==> config.mk <==
export PLATFORM = sky130hd
export DESIGN_NAME = tick_div_ctrl
export DESIGN_NICKNAME = d
export VERILOG_FILES = /design/src/rtl/tick_div_ctrl.sv
export SDC_FILE = /design/constraint.sdc
export NUM_CORES = 1
export LEC_CHECK = 0
export CORE_ASPECT_RATIO = 0.6
export CORE_MARGIN = 1.5
export CORE_UTILIZATION = 35
export DETAILED_ROUTE_END_ITERATION = 8
export GPL_ROUTABILITY_DRIVEN = 0
export GPL_TIMING_DRIVEN = 1
export MAX_ROUTING_LAYER = met4
export PLACE_DENSITY = 0.58
export SLEW_MARGIN = 25
export SYNTH_ARGS = -nofsm -noshare
export SYNTH_HDL_FRONTEND = slang
export SYNTH_SLANG_ARGS = --single-unit
==> constraint.sdc <==
create_clock -name clk -period 5.4 [get_ports clk]
set_input_delay 1.08 -clock clk [delete_from_list [all_inputs] [get_ports clk]]
set_output_delay 1.08 -clock clk [all_outputs]
set_load 0.05 [all_outputs]
==> src/rtl/tick_div_ctrl.sv <==
// Programmable tick scheduler: a divide-by-N phase counter under a small
// IDLE/RUN controller. A config handshake loads the divisor and burst length.
// Periodic mode (burst 0) ticks forever. Burst mode emits K ticks, then pulses done.
module tick_div_ctrl #(
  parameter int CNT_W   = 16,
  parameter int DEF_DIV = 500,
  parameter int BST_W   = 8
) (
  input  logic             clk,
  input  logic             rst,
  input  logic             cfg_valid,
  output logic             cfg_ready,
  input  logic [CNT_W-1:0] cfg_div,
  input  logic [BST_W-1:0] cfg_burst,
  input  logic             en,
  input  logic             stop,
  output logic             tick,
  output logic             done,
  output logic             busy,
  output logic [CNT_W-1:0] cnt,
  output logic [CNT_W-1:0] div_cur
);

  typedef enum logic {IDLE, RUN} state_t;

  state_t           state;
  logic [BST_W-1:0] burst;
  logic [BST_W-1:0] tick_cnt;

  // A divisor of 0 or 1 cannot produce a 1-cycle pulse with a gap, so raise it to 2
  function automatic logic [CNT_W-1:0] clamp_div(input logic [CNT_W-1:0] d);
    return (d < CNT_W'(2)) ? CNT_W'(2) : d;
  endfunction

  // Handshake and status flags are decoded straight from the state register
  assign cfg_ready = (state == IDLE);
  assign busy      = (state == RUN);

  // Controller, phase counter and pulse outputs; tick/done default low every cycle
  always_ff @(posedge clk or posedge rst) begin
    if (rst) begin
      state    <= IDLE;
      cnt      <= '0;
      div_cur  <= CNT_W'(DEF_DIV);
      burst    <= '0;
      tick_cnt <= '0;
      tick     <= 1'b0;
      done     <= 1'b0;
    end else begin
      tick <= 1'b0;
      done <= 1'b0;
      if (state == IDLE) begin
        // stop has no meaning while idle, so it does not block a new config
        if (cfg_valid) begin
          div_cur  <= clamp_div(cfg_div);
          burst    <= cfg_burst;
          cnt      <= '0;
          tick_cnt <= '0;
          state    <= RUN;
        end
      end else begin
        if (stop) begin
          // Abort takes priority over a terminal count in the same cycle
          state <= IDLE;
          cnt   <= '0;
        end else if (en) begin
          if (cnt == div_cur - CNT_W'(1)) begin
            cnt      <= '0;
            tick     <= 1'b1;
            tick_cnt <= tick_cnt + BST_W'(1);
            if ((burst != '0) && (tick_cnt == burst - BST_W'(1))) begin
              done  <= 1'b1;
              state <= IDLE;
            end
          end else begin
            cnt <= cnt + CNT_W'(1);
          end
        end
      end
    end
  end

endmodule

# Word-level counts from Yosys, hierarchy flattened
# Cells that the tools add are included.
# totals
latchBits	0
output_inout_bits	36
word_cells	51
mem_count	0
rom_bits	0
in_bits	29
ff_bits	51
ramBits	0
# op_classes
eq_ne	6
n_mux	26
div_mod_pow	0
n_shift	0
n_reduce_logical	6
mul	0
addsub	4
magnitude_cmp	1
bitwise_logic	1
# op_table
operator	count
$mux 16	6
$mux 8	5
$add 16x1->16 const B	1
$eq 16x16->1	1
$lt 16x2->1 const B	1
$sub 16x1->16 const B	1
$mux 1	15
$add 8x1->8 const B	1
$eq 8x8->1	1
$reduce_bool 8->1	1
$sub 8x1->8 const B	1
$ne 2x2->1 const B	2
$reduce_and 2->1	2
$reduce_and 4->1	1
$ne 3x3->1 const B	1
$ne 2x1->1 const B	1
$reduce_bool 2->1	1
$logic_and 1x1->1	1
$not 1->1	1

# Longest topological paths before layout
# depth
word_depth	8
depth_mapped	11

# Least setup slack after synthesis
# OpenSTA, ideal clock, no wires.
# synth_path
path_kind	reg-to-reg
startpoint	register div_cur[0]
endpoint	register cnt[5]
stages_incl_launch_ff	11
arrival_time_ps	2690
t_required_ps	5276
path_slack_ps	2586
period_less_slack_ps	2814
n_path_buf	1
path_cell_list	dfrtp_1 > inv_1 > ha_1 > buf_1 > o21bai_1 > a2bb2oi_1 > a211o_1 > nor4b_2 > o2111ai_4 > and3_1 > a211o_1
# synth_between
elab_chain_cells	6
# synth_lines
item	line	source
from (decl)	21	output logic [CNT_W-1:0] div_cur
from (signal assigned)	44	div_cur <= CNT_W'(DEF_DIV);
from (signal assigned)	55	div_cur <= clamp_div(cfg_div);
$sub 16x1->16	67	if (cnt == div_cur - CNT_W'(1)) begin
$eq 16x16->1	67	
$mux 16	67	
$mux 16	66	end else if (en) begin
$mux 16	62	if (stop) begin
$mux 16	52	if (state == IDLE) begin
to (signal assigned)	76	cnt <= cnt + CNT_W'(1);
to (decl)	20	output logic [CNT_W-1:0] cnt,
# Every way passes these cells. The select of a mux whose other input is x is not followed.
# A chain may end at the register's enable or synchronous reset.

# Worst setup path in the final report
# layout_path
startpoint	register div_cur[3]
endpoint	register cnt[6]
# Same word-level chain as after synthesis.

==> results.cfg <==
[synth]
yosysSeqAreaShare_pct = 37.1
syn_inst = 405
ys_types = 62
synth_top_area_share_pct = 32.6
synthFlopType = dfrtp_1
synth.area.top_cells = dfrtp_1, nand2_1, dfstp_2
synth_top_cell_by_area = dfrtp_1
synth_most_common_cell = nand2_1
async_reset_ff_share_pct = 100
syn_avg_cell_area_sq_um = 8.54
ys_warn_count = 0
syn_nets = 439
ys_ff_latch = 51
synth_common_cells = nand2_1, dfrtp_1, inv_1, nand4_1, xnor2_1
synth_enable_flop_cells = 0
syn-cell-area_sq_um = 3460

[power_and_ir_drop]
powerDensity_nw_per_um2 = 301
vdd_ir_drop_max_v = 0.000168
total_leakage_power_nw = 1.78

[placement]
place_hpwl_mm = 7.44
portBuffers = 64

[clock_tree]
clkTransAtPathRegs_ns = 0.07
clk_latency_ns = 0.30
htreeDepth = 2
cts.path.max_buffers = 2
root_buffer = clkbuf_16
clock-sinks = 51
post_cts_buffers = 0
cts_buffers = 5
cts_tree = yes
cts-resized-gates = 0
cts_hold_buffers = 0

[run_status]
outcome = completed

[grt]
grt_pass1_vias = 3028
grt_overflow_total = 0
grt_use_total_pct = 20.7
grt_first_pass_wirelength_mm = 16.5
antenna_found_initial = 0
grt_max_degree = 52

[setup_path]
critical_path_required_ns = 5.58
rrSetupSlack_ns = 2.16
cp-start-kind = flop
worstPathArrival_ns = 3.42
ff2ff_path_depth = 7
crit_type = flop to flop
end_kind = flop
crit_fanout = 18
crit-reg2reg-launch = div_cur[3]
r2r_end = cnt[6]
crit_end = cnt[6]
crit_start = div_cur[3]

[floorplanning]
core_sq_um = 9390
ios = 65
die_w_um = 131
std_cell_rows = 27
initial_utilization_pct = 36.8
fp.dieH_um = 80.0
die-area_sq_um = 10500

[drt]
final_antenna_net_count = 0
drt-total-wl_mm = 10.1
num_vias = 3186
via_per_inst = 5.39
drcViolationCount = 0
wl_per_cell_um = 17.1
first_iter_violations = 176
detail_route.first_pass.iterations = 5

[layout]
antennaDiodeCount = 0
syn_to_final_growth_pct = 25.3
nFillCells = 966
drive_gt1_share_pct = 9.76
fin_nets = 494

[job]
max-cap-violations = 0

[min_path]
hold_class = flop to flop

[timing]
fin_hold_ws_ns = 0.527
maxSlewHeadroom_pct = 54.3
hold_viol = 0
fin_tns_setup_ns = 0
period_needed_ns = 3.24
worst_slew_pin_slew_ns = 0.683
fin_skew_ns = 0.00742
fmax_mhz = 309
finalSetupViolations = 0
maxSlewViolCount = 0
rsz0062_at_grt = false
period_share_pct = 59.9
-- state kept, by name, summed over array words and instances (netlist names) --
| name | flops |
|---|---|
| tick | 1 |
| busy | 1 |
| cnt | 16 |
| div_cur | 16 |
| burst | 8 |
| tick_cnt | 8 |
| done | 1 |
-- report_power, final --
part	internal, mW	total [mW]	switching (mW)
logic	0.179	0.477	0.298
registers	0.429	0.508	0.0793
clock network	0.172	0.317	0.145
-- cells in the final DEF, fill, tap and decap left out, drive strengths merged, types with 4 or more instances in the layout --
master and count:
a21oi 4, a31oi 6, and3 6, buf 5
clkbuf 7, clkdlybuf4s50 64, dfrtp 45, dfstp 6
ha 5, inv 21, mux2i 6, nand2 96
nand2b 5, nand3 14, nand4 21, nor2 16
nor3 14, nor4 11, o21ai 17, o311ai 10
or2 5, xnor2 17, xor2 10
-- layer usage --
layer / share of wire, % / global-route usage, % / routed length [um] / vias up
li1: - / - / - / 1559
met1: 53 / 31.2 / 5400 / 1515
met2: 38 / 28.0 / 3870 / 104
met3: 7.4 / 4.25 / 745 / 8
met4: 0.83 / 4.33 / 84 / 0
met5: 0 / - / 0 / -
-- critical path, stage by stage (launching register included) --
cell and delay, ns:
dfrtp_1 0.50, nor4_4 0.59, nand4_4 0.16, o21a_1 0.22, o211a_1 0.26, o2111ai_4 0.49, nand2_1 0.47, o311ai_0 0.43
-- how the worst min path moves through the flow --
stage	start	to	slack [ns]	depth (start not counted)
CTS	div_cur[6]	div_cur[6]	0.53	2
detailed placement	div_cur[6]	div_cur[6]	0.52	2
floorplan	burst[7]	burst[7]	0.48	2
global placement	div_cur[6]	div_cur[6]	0.50	2
finish	div_cur[6]	div_cur[6]	0.53	2
global route	div_cur[5]	div_cur[5]	0.55	2
-- logic make-up after synthesis --
family / after synthesis / share of synthesized area (%)
compound gates: 71 / 17.3
flops: 51 / 37.1
simple gates: 202 / 29.5
xor+xnor: 27 / 6.84
buf+inv: 42 / 5.36
fa+ha+maj: 5 / 1.81
mux: 7 / 2.06
-- final cells by class --
cell class / count / area (sq um) / share of cell area (%)
sequential: 51 / 1280 / 29.6
multi-input combinational: 312 / 1990 / 46.0
clock inverter: 1 / 5.00 / 0.116
timing repair buffer: 69 / 678 / 15.7
inverter: 21 / 78.8 / 1.82
clock buffer: 7 / 133 / 3.06
tap: 130 / 163 / 3.76
-- stage by stage --
| stage | cell area [sq um] | instances | total power [mW] | setup WS, ns | util (%) |
|---|---|---|---|---|---|
| finish | 4330 | 591 | 1.30 | 2.16 | 46.1 |
| global route | 4330 | 591 | 1.37 | 1.93 | 46.1 |
| CTS | 4330 | 591 | 1.31 | 2.17 | 46.1 |
| detailed placement | 4190 | 583 | 0.988 | 2.19 | 44.7 |
| global placement | 4190 | 583 | 0.984 | 2.28 | 44.7 |
| floorplan | 3460 | 405 | 0.833 | 2.59 | - |
(Power assumes the default switching activity.)
==> patch: new RTL, config.mk and constraints unchanged <==
Reset style: synchronous (`rst`), changed in one clocked block.
--- a/src/rtl/tick_div_ctrl.sv
+++ b/src/rtl/tick_div_ctrl.sv
@@ -38,5 +38,5 @@
 
   // Controller, phase counter and pulse outputs; tick/done default low every cycle
-  always_ff @(posedge clk or posedge rst) begin
+  always_ff @(posedge clk) begin
     if (rst) begin
       state    <= IDLE;
Formal check against the unedited RTL: differs if rst is asserted again (counterexample within 4 cycles, from zero or initial values and one cycle with rst high); with rst held inactive, the same outputs for 10 cycles.
==> patch against the original RTL <==
  * Clock skew is 0.0023 ns lower
  * Hold slack worse by 0.030 ns
  * Critical path depth is 3 higher
  * Worst setup slack worse by 0.23 ns
  * Wire length is 13% lower
  * Count of clock-buffer cells in the layout is 1 lower
  * Global-route usage is 0.058 points lower
  * Non-clock buffer count is 3 lower
  * Utilization is 1.5 points higher
  * Area after synthesis is 14% lower
  * Cell area is 11% lower
  * Sequential cell count stayed put
Power is not compared: it rests on default switching activity, and its combinational part moved more than twofold at a synthesized area within 25%.
==> patch: results (changes against the original RTL) <==
ys async rst share 0% (was 100%); Place WS 1.96 ns (was 2.19 ns); met1 GRT Util 32.1% (was 31.2%); WP data arrival 3.68 ns (was 3.42 ns); HP Class reg2reg (unchanged); met2 Use GR 26.3% (was 28.0%); Syn Inst Count 393 (was 405); root cell of the clock tree clkbuf_16 (unchanged); Initial DRC Count 232 (was 176); CP Max Fanout 31 (was 18); IO Port Bufs 64 (unchanged); layout cell share with drive strength beyond 1 4.70% (was 9.76%); routed length on met1 4950 um (was 5400 um); Max Used Layer met4 (unchanged); DP Cell Count 548 (was 583); post-CTS resize count 0 (unchanged); crit-path leading delay family simple AND/OR/NAND/NOR gates (was compound AO/OA/AOI/OAI gates); antenna violations before repair 0 (unchanged); WL met2 3180 um (was 3870 um); met3 Use GR 4.37% (was 4.25%); placed cell areas 3700 sq um (was 4190 sq um); Final Skew 0.00517 ns (was 0.00742 ns); Finished Layout Cells 555 (was 591); slowest library cell on the worst path or4b_1 (was nor4_4); worst-margin pin slew 0.972 ns (was 0.683 ns); IR drop worst, VDD about 120 uV; total nets after synthesis 426 (was 439); n_diodes 0 (unchanged); H-tree depth 2 (unchanged); TritonCTS Buffers 5 (unchanged); Synth top cells by count 71 x nand2_1, 51 x dfxtp_1, 29 x nor2_1 (was 96 x nand2_1, 45 x dfrtp_1, 21 x inv_1); Area contributors post-synth dfxtp_1 34%, nand2_1 8.9%, xnor2_1 6.7%, o21ai_0 4.0%, nor2_1 3.6% (was dfrtp_1 33%, nand2_1 10%, dfstp_2 4.6%, xnor2_1 4.3%, o311ai_2 3.8%); Bufs on Longest Clock Path 2 (unchanged); clock latency at the later pin of the worst-skew pair ~0.29 ns; number of global-route vias before repair 2683 (was 3028); first-pass GRT wire length 13900 um (was 16500 um); Static Leak roughly 1.4 nW; detailed-router iteration count before antenna repair 5 (unchanged); crit-path max cell delay 0.65 ns (was 0.59 ns); synth warn 0 (unchanged); met3 WL post-DR 609 um (was 745 um); status completed (unchanged); largest net degree at the start of global routing 33 (was 52); Net count, final 480 (was 494); sequential fraction of the synthesis area 34.2% (was 37.1%); Largest regs cnt x16, div_cur x16 (unchanged); Via-to-Cell Ratio 5.43 (was 5.39); Worst-path clk slew approximately 0.060 ns; Setup WS post-layout 1.93 ns (was 2.16 ns); final wirelength 8790 um (was 10100 um); GRT Overall Usage 20.6% (was 20.7%); Post-CTS Setup Bufs 0 (unchanged); Detailed Place HPWL 6670 um (was 7440 um); Top FF cell, synth dfxtp_1 (was dfrtp_1); post-route setup TNS 0 ns (unchanged); post-synthesis cell type count 51 (was 62)
==> patch: logic make-up (layout without fill, tap and decap cells) <==
| kind of cell | count (synthesis) | count (layout) | share of synthesized area, % |
|---|---|---|---|
| buffers and inverters | 29 | 83 | 3.89 |
| XOR/XNOR | 35 | 35 | 10.3 |
| AND/OR/NAND/NOR | 203 | 203 | 34.7 |
| adder cells (fa/ha/maj) | 4 | 4 | 1.67 |
| flip-flops | 51 | 51 | 34.2 |
| AO/OA/AOI/OAI | 70 | 70 | 14.9 |
| multiplexers | 1 | 1 | 0.335 |
==> patch: path summary, 6_finish.rpt <==
path | start | to | cells past startpoint
max | div_cur[0] | tick_cnt[3] | 10
min reg2reg | burst[1] | burst[1] | 2
min | burst[1] | burst[1] | 2
max reg2reg | div_cur[0] | tick_cnt[3] | 10
==> patch: area by class of cell <==
class | instances | area (sq um)
Fill cell | 798 | 4230
Multi-Input combinational cell | 313 | 1850
Sequential cell | 51 | 1020
Timing Repair Buffer | 66 | 656
Clock buffer | 6 | 139
Tap cell | 108 | 135
Inverter | 10 | 37.5
Clock inverter | 1 | 5.00
==> patch: through the flow <==
step           total power (W)  utilization [%]  hold WS, ns
6_report              0.000909             47.6        0.497
2_1_floorplan         0.000531                -        0.459
5_1_grt               0.000944             47.6        0.535
3_5_place_dp          0.000599             45.9        0.486
3_3_place_gp          0.000598             45.9        0.473
4_1_cts               0.000913             47.6        0.496
==> patch: worst min-delay path: stages (launching register included) <==
cell and delay [ns]:
dfxtp_1 0.33, nand2_1 0.07, a21oi_1 0.06
==> patch: report_power, final <==
group	switching, W	internal (W)	total [W]
clock	0.000135	0.000181	0.000316
combinational	0.000105	0.0000740	0.000179
sequential	0.0000243	0.000390	0.000414
